<file path="src/rtl/serial_adder_pkg.sv">
// serial_adder_pkg: shared state encoding and default width for the bit-serial adder
package serial_adder_pkg;
    typedef enum logic [1:0] {IDLE = 2'd0, RUN = 2'd1, DONE = 2'd2} state_t;
    localparam int DEFAULT_WIDTH = 8;
endpackage

</file>
<file path="src/rtl/full_adder.sv">
// full_adder: single-bit full adder cell
module full_adder (
    input  logic A,
    input  logic B,
    input  logic Cin,
    output logic S,
    output logic Cout
);
    assign S    = A ^ B ^ Cin;
    assign Cout = (A & B) | (Cin & (A ^ B));
endmodule

</file>
<file path="src/rtl/serial_adder.sv">
// serial_adder: LSB-first bit-serial adder reusing one full_adder cell over WIDTH clocks
module serial_adder
    import serial_adder_pkg::*;
#(
    parameter int WIDTH = DEFAULT_WIDTH
) (
    input  logic             clk,
    input  logic             rst,
    input  logic             start,
    input  logic [WIDTH-1:0] A,
    input  logic [WIDTH-1:0] B,
    input  logic             Cin,
    output logic             busy,
    output logic             done,
    output logic [WIDTH-1:0] S,
    output logic             Cout
);
    localparam int CW = $clog2(WIDTH);
    state_t           state, state_nx;
    logic [WIDTH-1:0] a_sh, b_sh, sum_sh;
    logic [CW-1:0]    cnt;
    logic             carry, fa_s, fa_cout, accept, last;

    full_adder u_fa (.A(a_sh[0]), .B(b_sh[0]), .Cin(carry), .S(fa_s), .Cout(fa_cout));

    assign accept = start && (state == IDLE || state == DONE);
    assign last   = state == RUN && cnt == CW'(WIDTH - 1);
    assign busy   = state == RUN;
    assign done   = state == DONE;

    always_comb begin
        state_nx = state;
        state_nx = accept ? RUN : state == RUN ? (last ? DONE : RUN) : IDLE;
    end

    always_ff @(posedge clk) begin
        if (rst) begin
            state  <= IDLE;
            a_sh   <= '0;
            b_sh   <= '0;
            sum_sh <= '0;
            carry  <= 1'b0;
            cnt    <= '0;
            S      <= '0;
            Cout   <= 1'b0;
        end else begin
            state <= state_nx;
            if (accept) begin
                a_sh  <= A;
                b_sh  <= B;
                carry <= Cin;
                cnt   <= '0;
            end else if (state == RUN) begin
                sum_sh <= {fa_s, sum_sh[WIDTH-1:1]};
                carry  <= fa_cout;
                a_sh   <= a_sh >> 1;
                b_sh   <= b_sh >> 1;
                cnt    <= cnt + 1'b1;
            end
            // Outputs move only on the final bit so partial sums never leak out
            if (last) begin
                S    <= {fa_s, sum_sh[WIDTH-1:1]};
                Cout <= fa_cout;
            end
        end
    end
endmodule

</file>
<file path="config.mk">
export PLATFORM = sky130hd
export DESIGN_NAME = serial_adder
export DESIGN_NICKNAME = d
export VERILOG_FILES = /design/src/rtl/serial_adder_pkg.sv /design/src/rtl/full_adder.sv /design/src/rtl/serial_adder.sv
export SDC_FILE = /design/constraint.sdc
export NUM_CORES = 1
export LEC_CHECK = 0
export ABC_CLOCK_PERIOD_IN_PS = 1910
export BUFFER_PORTS_ARGS = -buffer_cell sky130_fd_sc_hd__buf_2
export CORE_AREA = 3 3 58 60
export DETAILED_ROUTE_END_ITERATION = 12
export DIE_AREA = 0 0 61 63
export PLACE_DENSITY = 0.75
export SLEW_MARGIN = 20
export SYNTH_ARGS = -nofsm -noshare
export SYNTH_HDL_FRONTEND = slang
export SYNTH_HIERARCHICAL = 1
export SYNTH_SLANG_ARGS = --single-unit
export TNS_END_PERCENT = 30
</file>
<file path="constraint.sdc">
create_clock -name clk -period 1.91 [get_ports clk]
set_clock_uncertainty 0.2 [all_clocks]
set_input_delay 0.4775 -clock clk [delete_from_list [all_inputs] [get_ports clk]]
set_output_delay 0.4775 -clock clk [all_outputs]
set_load 0.02 [all_outputs]
</file>
==> results.yml, run 1 <==
run_status:
  status: "completed"
pwr:
  switching_share_pct: 26.0
  internal_power_mw: 1.04
  ir_drop_mv: 0.570
  switchingPower_mw: 0.366
  power_density_nw_per_um2: 811
  p_clk_share_pct: 26.7
  p_comb_share_pct: 12.7
  p_leak_nw: 0.697
  power_frac_seq_pct: 60.6
  total_power_mw: 1.41
clock_network:
  clkLatencyLatePin_ps: 340
  cts.sinks: 38
  h-tree-depth: 2
  clock_path_buffers: 2
  tritoncts: "done"
  hold_buffers: 0
  root_buffer: "clkbuf_4"
  clk_pin_slew_worst_paths_ps: 100
  cts_buffers: 5
  cts_setup_buffers: 0
timing:
  rsz0062_at_grt: "false"
  slew_headroom_pct: 66.6
  max_freq_mhz: 543
  period_needed_ps: 1840
  period_share_pct: 96.4
  tns_ps: 0
  maxSlewViolCount: 0
  hold_viol: 0
  tightest_slew_ps: 500
  setup_viol: 0
grt:
  grt_usage_pct: 17.2
  overflow: 0
  grt_pass1_wl_mm: 5.03
  grt_pass1_vias: 1211
  antenna_found_initial: 0
  grt_max_degree: 27
final_layout:
  antenna_cells: 0
  seqCellArea_sq_um: 762
  drive_above_1_share_pct: 23.1
  stdcell_count: 241
  nNetsFinal: 231
  area_delta_synth_final_pct: 13.8
  multi_input_area_sq_um: 672
  fillCellCount: 301
  finalInstanceArea_sq_um: 1740
floorplanning:
  die_w_um: 61
  start_util_pct: 51.3
  die_height_um: 63
  core_area_sq_um: 2980
  rows: 20
  io_pins: 31
  dieArea_sq_um: 3840
placed_design:
  portBuffers: 30
  dp_cells: 233
  gp_congestion: 0.785
  post_dp_cell_area_sq_um: 1680
  hpwlAfterDp_mm: 2.10
setup_path:
  critPathBufInv: 2
  critical_path_class: "reg2out"
  crit_chain: "nand2b_2 -> clkinv_4 -> buf_2"
  crit_family: "flip-flops"
  slowest_stage: "dfxtp_1"
  startpoint_type: "flip-flop"
  crit_fanout: 10
  end_kind: "output pin"
  critPathMaxStageDelay_ps: 330
  cp.arrival_ps: 1160
  crit_required_ps: 1230
synthesis:
  yosysSeqAreaShare_pct: 49.8
  synth_top_area_share_pct: 49.8
  synth_fp_nets: 201
  synth.largest_area_cell: "dfxtp_1"
  yosys-top-cells-area: "dfxtp_1 50%, nand2_1 10%, a21oi_1 6.2%"
  synth-seq-cells: 38
  yosysWarnings: 6
  ys_types: 23
  syn_inst: 178
  syn_area_per_cell_sq_um: 8.58
  syn_area_sq_um: 1530
worst_hold_path:
  hold_path_class: "in2reg"
routing:
  vias: 1312
  routedWlPerCell_um: 12.7
  via_per_inst: 5.44
  drt_iter0_markers: 78
  remaining_drc_errors: 0
  drtPass1Iterations: 4
  drtAntennaViolNets: 0
  routed_wl_mm: 3.07
flow_run:
  drv_cap: 0
cells by family after synthesis:
family / synth area share [%]
buffers and inverters: 6.31
multiplexers: 1.97
flip-flops: 49.8
AND/OR/NAND/NOR: 23.0
adder cells (fa/ha/maj): 2.95
AO/OA/AOI/OAI: 15.3
XOR/XNOR: 0.574
metal layers:
layer	wire length [um]	up-vias	part of all wire (%)	global-route usage, %
met1	1350	607	44	19.5
met5	0	-	0	0
met3	158	2	5.1	6.82
li1	-	669	-	-
met2	1540	34	50	29.1
met4	17	0	0.55	4.88
power by group through the flow:
stage	sequential, mW	combinational, mW	clock, mW
global placement	0.868	0.168	0
finish	0.853	0.179	0.376
detailed placement	0.871	0.174	0
global route	0.859	0.203	0.422
floorplan	0.865	0.138	0
CTS	0.853	0.175	0.382
final cells by class:
type / count / share of cell area [%]
clock buffers: 7 / 2.59
multi-input cells: 124 / 38.7
flip-flops and latches: 38 / 43.9
well taps: 33 / 2.38
repair inverters: 1 / 0.288
repair buffers: 37 / 11.7
inverters: 1 / 0.504
path summary, 6_finish.rpt:
| check | start | end | slack (ps) | depth (start not counted) |
|---|---|---|---|---|
| setup / recovery | state[1]$_SDFF_PP0_ | busy | 70 | 3 |
| hold / removal | A[7] | a_sh[7]$_SDFFE_PP0P_ | 200 | 3 |
| setup reg to reg | cnt[0]$_SDFFE_PP0N_ | S[7]$_SDFFE_PP0P_ | 360 | 5 |
| hold reg to reg | S[1]$_SDFFE_PP0P_ | S[1]$_SDFFE_PP0P_ | 260 | 2 |
worst reg2reg max path, cell delays in order (launching register included):
cell and delay, ps:
dfxtp_1 330, ha_1 200, ha_1 190, nand3b_1 310, nand2_1 110, a21oi_1 160
sequential cells by signal, indices dropped and copies added (netlist names):
signal / count
S: 8
a_sh: 8
b_sh: 8
sum_sh: 7
cnt: 3
state: 2
Cout: 1
carry: 1
metrics by stage:
stage	util [%]	setup WS [ps]	hold slack [ps]
2_1_floorplan	-	399	237
3_3_place_gp	56.5	285	239
3_5_place_dp	56.5	259	245
4_1_cts	58.0	2.17	196
5_1_grt	58.3	9.57	220
6_report	58.3	69.3	205
cells in the final DEF, fill, tap and decap left out, drive strengths merged, types with 2 or more instances in the layout:
| cell type | instances |
|---|---|
| nand2 | 42 |
| a22oi | 2 |
| a21oi | 19 |
| dfxtp | 38 |
| a311oi | 9 |
| nor3 | 12 |
| ha | 2 |
| clkbuf | 7 |
| nand2b | 2 |
| nor2b | 2 |
| clkinv | 2 |
| nand3 | 12 |
| mux2i | 3 |
| buf | 37 |
| nor2 | 11 |
| o22ai | 4 |
cell usage after synthesis (all sizes together):
| cell type | count |
|---|---|
| clkinv | 1 |
| fa | 1 |
| xnor2 | 1 |
| ha | 2 |
| a21oi | 19 |
| a22oi | 2 |
| dfxtp | 38 |
| buf | 9 |
| nand3b | 1 |
| o21a | 1 |
| mux2i | 3 |
| nor2b | 2 |
| nor3 | 12 |
| nand2b | 2 |
| clkbuf | 6 |
| nand2 | 42 |
| o22ai | 4 |
| a311oi | 9 |
| nand3 | 12 |
| nor2 | 11 |
timing repair:
| action | 4_1_cts | 5_1_grt |
|---|---|---|
| gates resized for setup | 0 | 2 |
| setup endpoints to repair | 0 | 1 |
| endpoints found under the hold margin | 0 | 0 |
No activity file was read; power rests on OpenSTA's default activity.
==> inputs of run 2 (changes only) <==
--- a/config.mk
+++ b/config.mk
@@ -5,12 +5,12 @@
 export SDC_FILE = /design/constraint.sdc
 export NUM_CORES = 1
 export LEC_CHECK = 0
-export ABC_CLOCK_PERIOD_IN_PS = 1910
+export ABC_CLOCK_PERIOD_IN_PS = 1500
 export BUFFER_PORTS_ARGS = -buffer_cell sky130_fd_sc_hd__buf_2
-export CORE_AREA = 3 3 58 60
+export CORE_AREA = 3 3 61 63
 export DETAILED_ROUTE_END_ITERATION = 12
-export DIE_AREA = 0 0 61 63
-export PLACE_DENSITY = 0.75
+export DIE_AREA = 0 0 64 66
+export PLACE_DENSITY = 0.72
 export SLEW_MARGIN = 20
 export SYNTH_ARGS = -nofsm -noshare
 export SYNTH_HDL_FRONTEND = slang
==> constraint.sdc (replaced) <==
create_clock -name clk -period 1.5 [get_ports clk]
set_clock_uncertainty 0.2 [all_clocks]
set_input_delay 0.375 -clock clk [delete_from_list [all_inputs] [get_ports clk]]
set_output_delay 0.375 -clock clk [all_outputs]
set_load 0.02 [all_outputs]
==> run 2 against run 1 <==
Compared with the run above:
- the run now ends with setup timing left
- first-iteration DRC count decreased by 38%
- setup slack got worse by 210 ps
- register-to-register slack lost 360 ps
- final cell count is 7.1% higher
- combinational power is 50% higher
- wire length grew 3.1%
- critical endpoint unchanged
- clock power increased by 51%
==> results.yml, run 2 (synthesized netlist as in run 1, its figures left out) <==
run_status:
  status: "finished, violations left"
  violations: "setup timing"
setup_path:
  rr_endpoint: "b_sh[0]$_SDFFE_PP0P_"
  critical_path_class: "reg2out"
  crit_chain: "nand2b_4 -> clkinv_8 -> buf_6"
  r2r_cells: 6
  cp.arrival_ps: 1070
  r2r_setup_slack_ps: 0
  crit_fanout: 3
  critPathMaxStageDelay_ps: 370
  slowest_stage: "dfxtp_2"
  startpoint_type: "flip-flop"
  r2r-start: "state[1]$_SDFF_PP0_"
  crit_required_ps: 920
  end_kind: "output pin"
timing:
  hold_viol: 0
  period_needed_ps: 1640
  timing.final.ws_setup_ps: -142
  maxSlewViolCount: 0
  tns_ps: -236
  max_freq_mhz: 609
  rsz0062_at_grt: "true"
  slew_headroom_pct: 86.6
  period_share_pct: 109
  setup_viol: 3
  tightest_slew_ps: 199
routing:
  remaining_drc_errors: 0
  via_per_inst: 5.08
  vias: 1310
  drtAntennaViolNets: 0
  routed_wl_mm: 3.17
  drt_iter0_markers: 48
  routedWlPerCell_um: 12.3
  drtPass1Iterations: 4
final_layout:
  fillCellCount: 325
  seqCellArea_sq_um: 768
  multi_input_area_sq_um: 683
  post-route-util_pct: 57.2
  area_delta_synth_final_pct: 23.0
  drive_above_1_share_pct: 27.4
  nNetsFinal: 234
  layout_commonest_cell: "nand2_1"
  antenna_cells: 0
  stdcell_count: 258
  layout_common_cells: "42 x nand2_1, 34 x dfxtp_1, 27 x buf_2"
  largestRegisters: "S (8), a_sh (8), b_sh (8)"
floorplanning:
  start_util_pct: 46.5
  io_pins: 31
  core_area_sq_um: 3280
  rows: 21
  dieArea_sq_um: 4220
  die_height_um: 66
  die_w_um: 64
clock_network:
  cts.sinks: 38
  clkLatencyLatePin_ps: 350
  h-tree-depth: 2
  clock_path_buffers: 2
  clk_pin_slew_worst_paths_ps: 120
  root_buffer: "clkbuf_4"
  tritoncts: "done"
  cts_buffers: 5
grt:
  grt_max_degree: 39
  grt_pass1_wl_mm: 5.32
  grt_pass1_vias: 1178
  grt_usage_pct: 16.4
  overflow: 0
  antenna_found_initial: 0
placed_design:
  dp_slack_ps: -8.53
  dp_cells: 247
  portBuffers: 30
  gp_congestion: 0.708
  hpwlAfterDp_mm: 2.00
pwr:
  switching_share_pct: 26.8
  power_frac_seq_pct: 56.6
  p_leak_nw: 0.743
  ir_drop_mv: 0.871
  p_clk_share_pct: 29.5
  p_comb_share_pct: 13.9
  switchingPower_mw: 0.514
  total_power_mw: 1.92
  power_density_nw_per_um2: 1020
  internal_power_mw: 1.41
flow_run:
  drv_cap: 0
worst_hold_path:
  min_to: "a_sh[7]$_SDFFE_PP0P_"
  hold_path_class: "in2reg"
  min_delay_path_depth: 3
  hp-start: "A[7]"
[run 2: what timing repair did]
item                                    4_1_cts  5_1_grt
resized for setup                             8        6
setup buffers                                 2        1
pin swaps                                     3        0
endpoints found under the hold margin         0        0
endpoints found under the setup margin        5       21
hold buffers                                  0        0
[run 2: metal layers]
layer	GRT usage [%]	up-vias	part of all wire, %
met5	0	-	0
met4	8.89	0	2.2
met3	4.42	8	4.5
met2	25.7	24	45
met1	20.5	596	48
li1	-	682	-
[run 2: layout make-up]
cell class	count	share of cell area, %
multi-input cells	124	36.4
clock buffers	6	2.73
flip-flops and latches	38	40.9
well taps	46	3.06
inverters	1	0.866
clock inverters	2	0.666
repair buffers	41	15.4
[run 2: power by group through the flow]
stage          sequential (mW)  combinational [mW]  clock (mW)
2_1_floorplan             1.10               0.175           0
3_3_place_gp              1.11               0.246           0
3_5_place_dp              1.11               0.248           0
4_1_cts                   1.09               0.265       0.576
5_1_grt                   1.09               0.299       0.632
6_report                  1.09               0.268       0.566
[run 2: stage by stage]
stage	cell area, sq um	hold WS, ps
finish	1880	62.5
CTS	1850	59.4
global route	1880	72.8
detailed placement	1740	245
global placement	1740	243
floorplan	1530	237
[run 2: worst max-delay path by stage]
stage	slack (ps)	end	from
2_1_floorplan	90	busy	state[1]$_SDFF_PP0_
3_3_place_gp	40	S[5]$_SDFFE_PP0P_	cnt[0]$_SDFFE_PP0N_
3_5_place_dp	-9	S[1]$_SDFFE_PP0P_	cnt[0]$_SDFFE_PP0N_
4_1_cts	-110	busy	state[1]$_SDFF_PP0_
5_1_grt	-190	busy	state[1]$_SDFF_PP0_
6_report	-140	busy	state[1]$_SDFF_PP0_
[run 2: worst max-delay path, delay by kind of cell, from the launching register on]
family	cells	cell delay [ps]
buffers and inverters	2	170
flip-flops	1	370
AND/OR/NAND/NOR	1	170
